### src/rtl/pc_fetch_stage_pkg.sv
// Shared types and constants for the instruction fetch stage.
// Holds the fetch FSM encoding, the NOP word and the default reset PC.
package pc_fetch_stage_pkg;

   typedef enum logic [1:0] {
      S_REQ,
      S_WAIT,
      S_HOLD,
      S_DRAIN
   } fetch_state_e;

   localparam logic [31:0] NOP          = 32'h0000_0013;
   localparam logic [31:0] RESET_PC_DEF = 32'h0000_0000;

endpackage

### src/rtl/pc_fetch_stage_if_id_reg.sv
// IF/ID pipeline register with load enable and bubble/flush clear.
// Clear wins over enable and leaves a NOP behind an invalid slot.
module if_id_reg
   import pc_fetch_stage_pkg::*;
#(
   parameter int W = 32
) (
   input  logic         clk_i,
   input  logic         rst_ni,
   input  logic         en_i,
   input  logic         clr_i,
   input  logic [31:0]  instr_i,
   input  logic [W-1:0] pc_i,
   input  logic [W-1:0] pcplus4_i,
   output logic [31:0]  instr_o,
   output logic [W-1:0] pc_o,
   output logic [W-1:0] pcplus4_o,
   output logic         valid_o
);

   logic [31:0]  instr_q;
   logic [W-1:0] pc_q;
   logic [W-1:0] pcplus4_q;
   logic         valid_q;

   always_ff @(posedge clk_i or negedge rst_ni) begin
      if (!rst_ni) begin
         instr_q   <= NOP;
         pc_q      <= '0;
         pcplus4_q <= '0;
         valid_q   <= 1'b0;
      end else if (clr_i) begin
         instr_q   <= NOP;
         valid_q   <= 1'b0;
      end else if (en_i) begin
         instr_q   <= instr_i;
         pc_q      <= pc_i;
         pcplus4_q <= pcplus4_i;
         valid_q   <= 1'b1;
      end
   end

   assign instr_o   = instr_q;
   assign pc_o      = pc_q;
   assign pcplus4_o = pcplus4_q;
   assign valid_o   = valid_q;

endmodule

### src/rtl/pc_fetch_stage.sv
// Fetch stage: PC register, single-outstanding imem handshake, IF/ID reg.
// Optional perf counters are enabled with the FETCH_PERF_EN macro.
module pc_fetch_stage
   import pc_fetch_stage_pkg::*;
#(
   parameter int           W        = 32,
   parameter logic [W-1:0] RESET_PC = W'(RESET_PC_DEF)
) (
   input  logic         clk,
   input  logic         rst_n,
   input  logic [W-1:0] pcnextF,
   input  logic         stallD,
   input  logic         flushD,
   output logic         imem_req,
   output logic [W-1:0] imem_addr,
   input  logic         imem_gnt,
   input  logic         imem_rvalid,
   input  logic [31:0]  imem_rdata,
   output logic [W-1:0] pcF,
   output logic [W-1:0] pcplus4F,
   output logic [31:0]  instrD,
   output logic [W-1:0] pcD,
   output logic [W-1:0] pcplus4D,
   output logic         validD,
   output logic         fetch_busyF
`ifdef FETCH_PERF_EN
  ,output logic [31:0]  perf_fetch_cnt,
   output logic [31:0]  perf_stall_cnt
`endif
);

   fetch_state_e state_q, state_d;
   logic [W-1:0] pc_q, pc_d;
   logic [31:0]  hold_q, hold_d;
   logic         deliver;
   logic         clr;
   logic [31:0]  instr_sel;

   assign pcF       = pc_q;
   assign pcplus4F  = pc_q + W'(4);
   assign imem_addr = pc_q;
   assign imem_req  = (state_q == S_REQ);

   // A held word is preferred over the bus once the stall lifts.
   assign instr_sel = (state_q == S_HOLD) ? hold_q : imem_rdata;

   always_comb begin
      deliver = 1'b0;
      if (!flushD && !stallD) begin
         deliver = ((state_q == S_WAIT) && imem_rvalid) ||
                   (state_q == S_HOLD);
      end
   end

   assign fetch_busyF = !deliver;
   assign clr         = flushD || (!stallD && !deliver);

   always_comb begin
      state_d = state_q;
      pc_d    = pc_q;
      hold_d  = hold_q;
      unique case (state_q)
         S_REQ: begin
            if (flushD) pc_d = pcnextF;
            else if (imem_gnt) state_d = S_WAIT;
         end
         S_WAIT: begin
            if (flushD) begin
               pc_d    = pcnextF;
               state_d = imem_rvalid ? S_REQ : S_DRAIN;
            end else if (imem_rvalid) begin
               if (stallD) begin
                  hold_d  = imem_rdata;
                  state_d = S_HOLD;
               end else begin
                  pc_d    = pcnextF;
                  state_d = S_REQ;
               end
            end
         end
         S_HOLD: begin
            if (flushD) begin
               pc_d    = pcnextF;
               hold_d  = NOP;
               state_d = S_REQ;
            end else if (!stallD) begin
               pc_d    = pcnextF;
               state_d = S_REQ;
            end
         end
         S_DRAIN: begin
            // The orphaned response must still be swallowed after a redirect.
            if (flushD) pc_d = pcnextF;
            if (imem_rvalid) state_d = S_REQ;
         end
         default: state_d = S_REQ;
      endcase
   end

   always_ff @(posedge clk or negedge rst_n) begin
      if (!rst_n) begin
         state_q <= S_REQ;
         pc_q    <= RESET_PC;
         hold_q  <= NOP;
      end else begin
         state_q <= state_d;
         pc_q    <= pc_d;
         hold_q  <= hold_d;
      end
   end

   if_id_reg #(.W(W)) u_if_id (
      .clk_i     (clk),
      .rst_ni    (rst_n),
      .en_i      (deliver),
      .clr_i     (clr),
      .instr_i   (instr_sel),
      .pc_i      (pc_q),
      .pcplus4_i (pcplus4F),
      .instr_o   (instrD),
      .pc_o      (pcD),
      .pcplus4_o (pcplus4D),
      .valid_o   (validD)
   );

`ifdef FETCH_PERF_EN
   logic [31:0] fetch_cnt_q;
   logic [31:0] stall_cnt_q;

   always_ff @(posedge clk or negedge rst_n) begin
      if (!rst_n) begin
         fetch_cnt_q <= '0;
         stall_cnt_q <= '0;
      end else begin
         if (deliver)     fetch_cnt_q <= fetch_cnt_q + 32'd1;
         if (fetch_busyF) stall_cnt_q <= stall_cnt_q + 32'd1;
      end
   end

   assign perf_fetch_cnt = fetch_cnt_q;
   assign perf_stall_cnt = stall_cnt_q;
`endif

endmodule

### config.mk
export PLATFORM = sky130hd
export DESIGN_NAME = pc_fetch_stage
export DESIGN_NICKNAME = d
export VERILOG_FILES = /design/src/rtl/pc_fetch_stage_pkg.sv /design/src/rtl/pc_fetch_stage_if_id_reg.sv /design/src/rtl/pc_fetch_stage.sv
export SDC_FILE = /design/constraint.sdc
export NUM_CORES = 1
export LEC_CHECK = 0
export BUFFER_PORTS_ARGS = -buffer_cell sky130_fd_sc_hd__buf_2
export CAP_MARGIN = 20
export CORE_UTILIZATION = 42
export DETAILED_ROUTE_END_ITERATION = 16
export PLACE_DENSITY = 0.84
export SLEW_MARGIN = 10
export SYNTH_ARGS = -nofsm -noshare
export SYNTH_HDL_FRONTEND = slang
export SYNTH_SLANG_ARGS = --single-unit
### constraint.sdc
create_clock -name clk -period 2 [get_ports clk]
set_clock_uncertainty 0.05 [all_clocks]
set_input_delay 0.1 -clock clk [delete_from_list [all_inputs] [get_ports clk]]
set_output_delay 0.1 -clock clk [all_outputs]
set_load 0.05 [all_outputs]
==> results of run 1 <==
worst max-delay path: cells and delay by family, from the launching register on:
kind	cells	cell delay [ns]
buffers and inverters	3	0.47
and+or+nand+nor	3	0.87
xor gates and xnor gates	1	0.19
DFF	1	0.37
cell type report:
class | instances | area, sq um | share of cell area
clock buffer | 20 | 456.7 | 0.04020
clock inverter | 12 | 111.4 | 0.009802
inverter | 10 | 37.54 | 0.003304
multi-input combinational | 415 | 3406 | 0.2998
sequential | 161 | 4065 | 0.3578
tap | 220 | 275.3 | 0.02423
timing repair buffer | 420 | 3009 | 0.2649
cell families after synthesis:
| family | share of synthesized area |
|---|---|
| compound gates | 0.07199 |
| xor+xnor | 0.03416 |
| fa+ha+maj | 0.01046 |
| flops | 0.5623 |
| simple gates | 0.1332 |
| buf+inv | 0.06188 |
| mux | 0.1260 |
layer usage:
layer  vias up  global-route usage
li1       2924                   -
met4         0              0.1130
met2       280              0.4620
met3        58             0.04866
met1      3213              0.3122
met5         -                   0
state kept, by name (all words and copies together), names as in the netlist:
signal,cells
imem_addr,32
u_if_id.pc_o,32
u_if_id.pcplus4_o,30
u_if_id.instr_o,32
hold_q,32
u_if_id.valid_o,1
state_q,2
synthesized netlist by cell type, drive strengths merged:
cell / n
a31oi: 3
mux2: 51
o21ai: 35
nand3: 8
mux2i: 33
clkinv: 1
o22a: 3
and2: 1
nand2: 151
dfrtp: 155
nand4b: 1
a2111oi: 1
nor2: 28
nor3: 5
nor4: 9
ha: 6
a221oi: 1
nand2b: 3
dfstp: 6
clkbuf: 31
a21oi: 5
and4: 3
inv: 9
a22o: 29
xor2: 16
and3: 1
xnor2: 12
or4: 2
buf: 39
nand4: 8
power groups by stage:
stage	Combinational (mW)	Clock (mW)	Sequential, mW
3_5_place_dp	9.49	0	5.30
3_3_place_gp	9.35	0	5.25
4_1_cts	10.0	3.21	5.29
5_1_grt	10.7	3.33	5.47
6_report	10.2	3.16	5.33
2_1_floorplan	3.98	0	8.49
final timing paths:
path | to | start | slack [ns]
max | pcplus4F[23] | imem_addr[6]$_DFFE_PN0P_ | -0.50
min | state_q[0]$_DFFE_PN0P_ | imem_gnt | 0.07
max reg2reg | u_if_id.pcplus4_o[23]$_DFFE_PN0P_ | imem_addr[6]$_DFFE_PN0P_ | -0.22
min reg2reg | u_if_id.pc_o[31]$_DFFE_PN0P_ | u_if_id.pc_o[31]$_DFFE_PN0P_ | 0.42
max in group asynchronous | u_if_id.instr_o[17]$_DFFE_PN0P_ | rst_n | 1.08
min in group asynchronous | u_if_id.pcplus4_o[23]$_DFFE_PN0P_ | rst_n | 0.08
what timing repair did:
action / in CTS / in global routing
hold endpoints to repair: 250 / 0
gates cloned: 1 / 0
setup buffers: 13 / 6
resized for setup: 86 / 25
endpoints found under the setup margin: 40 / 81
hold buffers: 65 / 0
pin swaps: 15 / 8
==> metrics, run 1 <==
worst-path fanout max=6; Tcrit/Tclk final=1.249; Final nets=1101; Ports=265; Mapped Avg Cell Area=10.94 sq um; met3 wire length=1.181 mm; maximum VDD drop=1.183 mV; worst reg-to-reg path cell count=8; Netlist Area Pre-Place=0.007178 sq mm; cts bufs inserted=17; RSZ-0062 raised after global routing=true; Post-Synthesis Cells=656; Clk pwr share=0.169; Max-slew headroom=0.7006; max-cap violations=0; global-route wire length before repair=35.69 mm; Comb pwr share=0.546; FMAX=400.4 MHz; Tmin final=2.497 ns; Net Sw Frac=0.4994; Area growth, synth to finish=58.27%; pin count of the biggest net entering global routing=50; fill count=1135; Post-Route WL=22.74 mm; via count=6475; Worst EP arrival=2.35 ns; Hold Path Stages=4; TritonCTS clock tree=done; Lkg Pwr=5.572 nW; wire length on met2=11.70 mm; most common cell after layout, fill and taps aside=buf_2; Root Buffer=clkbuf_16; Ys Warns=0; vias in the first global route=6719; Reg clk slew, reported paths=0.06 ns; Final Worst Setup Slack=-0.4972 ns; H-Tree Depth=4; design area=0.01136 sq mm; First DRT Iteration DRCs=323; Final ANT Viol Nets=0; Crit Path Class=register to primary output; Worst EP required=1.85 ns; CP max stage delay=0.53 ns; slowest library cell on the worst path=or4_4; Pwr Total=18.71 mW; DR DRC count=0; critical-path cell list=nand3_2 > or4_4 > buf_8 > buf_12 > nor4_4 > xor2_4 > buf_6; I/O Buffers=264; top post-synthesis cells by area=dfrtp_1, mux2_2, nand2_1, mux2i_1, buf_4; wire per inst=18.08 microns; number of synthesized register bits=161; crit path launch type=register; utilization after layout=0.6827; GRT Overall Usage=0.2619; Worst Max-Slew Pin Slew=0.4491 ns; Core Region=0.01664 sq mm; CP endpoint kind=primary output; fin cells=1258; final hold vios=0; Final setup viols=28; effective utilization at floorplan=0.4313; top layer in use=met4; Power per Cell Area=1647 mW/mm^2; placed insts=1141; Clock Tree Buf Depth=2; total negative slack=-7.362 ns; Net Count, Synth=732; Fin Hold WS=0.06849 ns; Die Y=132.7 microns; wl on met1=9.098 mm; HPWL Detailed=14.38 mm; initial antenna violation count=0; Power Internal=9.364 mW; Flop pwr share=0.285; failing checks=negative setup slack; Placed Instance Area=0.009520 sq mm; grt ovf=0; Psw=9.342 mW; Seq/Total Area, Yosys=0.5623; share of cells above drive strength 1=0.5116; Site Rows=47; top-area cell type share of the netlist area=0.5404; Yosys cell types=35; post-synth top area cell=dfrtp_1; commonest non-fill, non-tap cells in the layout=buf_2, nand2_1, dfrtp_1; status=finished, violations left; die area=0.01762 sq mm; vias per std cell=5.147; DP Worst Slack=-0.1388 ns; Die W=132.7 microns; clock sinks=161; routability cong.=0.8006; clock latency on the worst-skew pair=0.43 ns; Slew Limit Fails=0; HP Class=primary input to register; # diodes=0; Pre-antenna DRT Iters=5
Power figures use the tool's default switching activity.
==> run 2, diff against run 1 <==
Settings changed: SKIP_CTS_REPAIR_TIMING from default to 1.
==> run 2 against run 1 <==
The run still ends with negative setup slack left; count of clock-buffer cells in the layout stayed put; largest cell class unchanged; highest routed layer unchanged; combinational power is essentially flat; register-to-register slack improved by 0.08 ns.
==> metrics, run 2 (synthesized netlist as in run 1, its figures left out) <==
status=finished, violations left; failing checks=negative setup slack; Worst Max-Slew Pin Slew=0.4546 ns; Site Rows=47; First DRT Iteration DRCs=405; TritonCTS clock tree=done; I/O Buffers=264; most common cell after layout, fill and taps aside=buf_2; commonest non-fill, non-tap cells in the layout=buf_2, nand2_1, dfrtp_1; Final setup viols=30; register area=0.004066 sq mm; Root Buffer=clkbuf_16; DR DRC count=0; Fin Hold WS=0.06560 ns; vias per std cell=5.167; placed insts=1141; utilization after layout=0.6921; clock sinks=161; Tmin final=2.502 ns; wire per inst=18.57 microns; Post-Route WL=23.43 mm; vias in the first global route=6077; FMAX=399.6 MHz; Lkg Pwr=5.657 nW; H-Tree Depth=4; Area growth, synth to finish=60.47%; Worst EP arrival=2.35 ns; Final ANT Viol Nets=0; HP Class=primary input to async pin; fill count=1132; Power per Cell Area=1639 mW/mm^2; # diodes=0; Core Region=0.01664 sq mm; maximum VDD drop=1.212 mV; Tcrit/Tclk final=1.251; cts bufs inserted=17; HPWL Detailed=14.38 mm; Placed Instance Area=0.009520 sq mm; Multi-input gate area=0.003497 sq mm; Clock Tree Buf Depth=2; Pre-antenna DRT Iters=5; Final Worst Setup Slack=-0.5024 ns; Ports=265; fin cells=1262; CP endpoint kind=primary output; pin count of the biggest net entering global routing=50; final hold vios=0; critical-path cell list=ha_4 > nand3_4 > nor4_4 > buf_4 > nand4_1 > xnor2_4 > buf_6; clock latency on the worst-skew pair=0.43 ns; slowest library cell on the worst path=dfrtp_2; Slew Limit Fails=0; design area=0.01152 sq mm; global-route wire length before repair=32.27 mm; Die W=132.7 microns; via count=6521; Die Y=132.7 microns; RR Startpoint=imem_addr[6]$_DFFE_PN0P_; initial antenna violation count=0; max-cap violations=0; Max-slew headroom=0.6969; Crit Path Class=register to primary output; Final nets=1105; crit path launch type=register; die area=0.01762 sq mm; Worst EP required=1.85 ns; RSZ-0062 raised after global routing=true; effective utilization at floorplan=0.4313; grt ovf=0; Reg clk slew, reported paths=0.07 ns; share of cells above drive strength 1=0.5154; routability cong.=0.8006; GRT Overall Usage=0.2357; CP max stage delay=0.43 ns; origin of the worst setup path=imem_addr[2]$_DFFE_PN0P_; worst-path fanout max=3
run 2: per-layer routing:
metal,GRT usage,routed length [microns]
met1,0.2916,9398
met2,0.4044,12090
met3,0.05096,1277
met4,0.08748,667
met5,0,0
run 2: area by class of cell:
cell class,count,share of cell area
Sequential cell,161,0.3530
Multi-Input combinational cell,415,0.3036
Tap cell,220,0.02390
Clock buffer,20,0.03965
Inverter,10,0.003259
Clock inverter,12,0.009668
Timing Repair Buffer,424,0.2669
run 2: final timing paths:
path | endpoint | cells past startpoint | slack [ns]
max | pcplus4F[28] | 7 | -0.50
min | u_if_id.pcplus4_o[23]$_DFFE_PN0P_ | 2 | 0.07
max reg2reg | u_if_id.pcplus4_o[19]$_DFFE_PN0P_ | 9 | -0.14
min reg2reg | u_if_id.instr_o[29]$_DFFE_PN0P_ | 2 | 0.42
max in group asynchronous | u_if_id.instr_o[17]$_DFFE_PN0P_ | 3 | 1.08
min in group clk | state_q[0]$_DFFE_PN0P_ | 4 | 0.07
run 2: report_power, final:
group	leakage, nW	internal, mW	switching, mW
sequential	1.98	4.52	0.832
clock	0.272	1.78	1.39
combinational	3.41	3.12	7.23
total	5.66	9.43	9.45
run 2: through the flow:
step | power [mW] | setup WS [ns] | TNS, ns
2_1_floorplan | 12.47 | -0.4747 | -11.25
3_3_place_gp | 14.59 | -0.1230 | -0.6098
3_5_place_dp | 14.80 | -0.1388 | -1.446
4_1_cts | 18.00 | -0.6325 | -11.85
5_1_grt | 19.61 | -0.5877 | -10.76
6_report | 18.87 | -0.5024 | -7.941
run 2: critical path, delay by kind of cell, from the launching register on:
family	cells	cell delay, ns
AND/OR/NAND/NOR	3	0.63
flip-flops	1	0.43
buffers and inverters	2	0.39
XOR/XNOR	1	0.29
adder cells (fa/ha/maj)	1	0.18
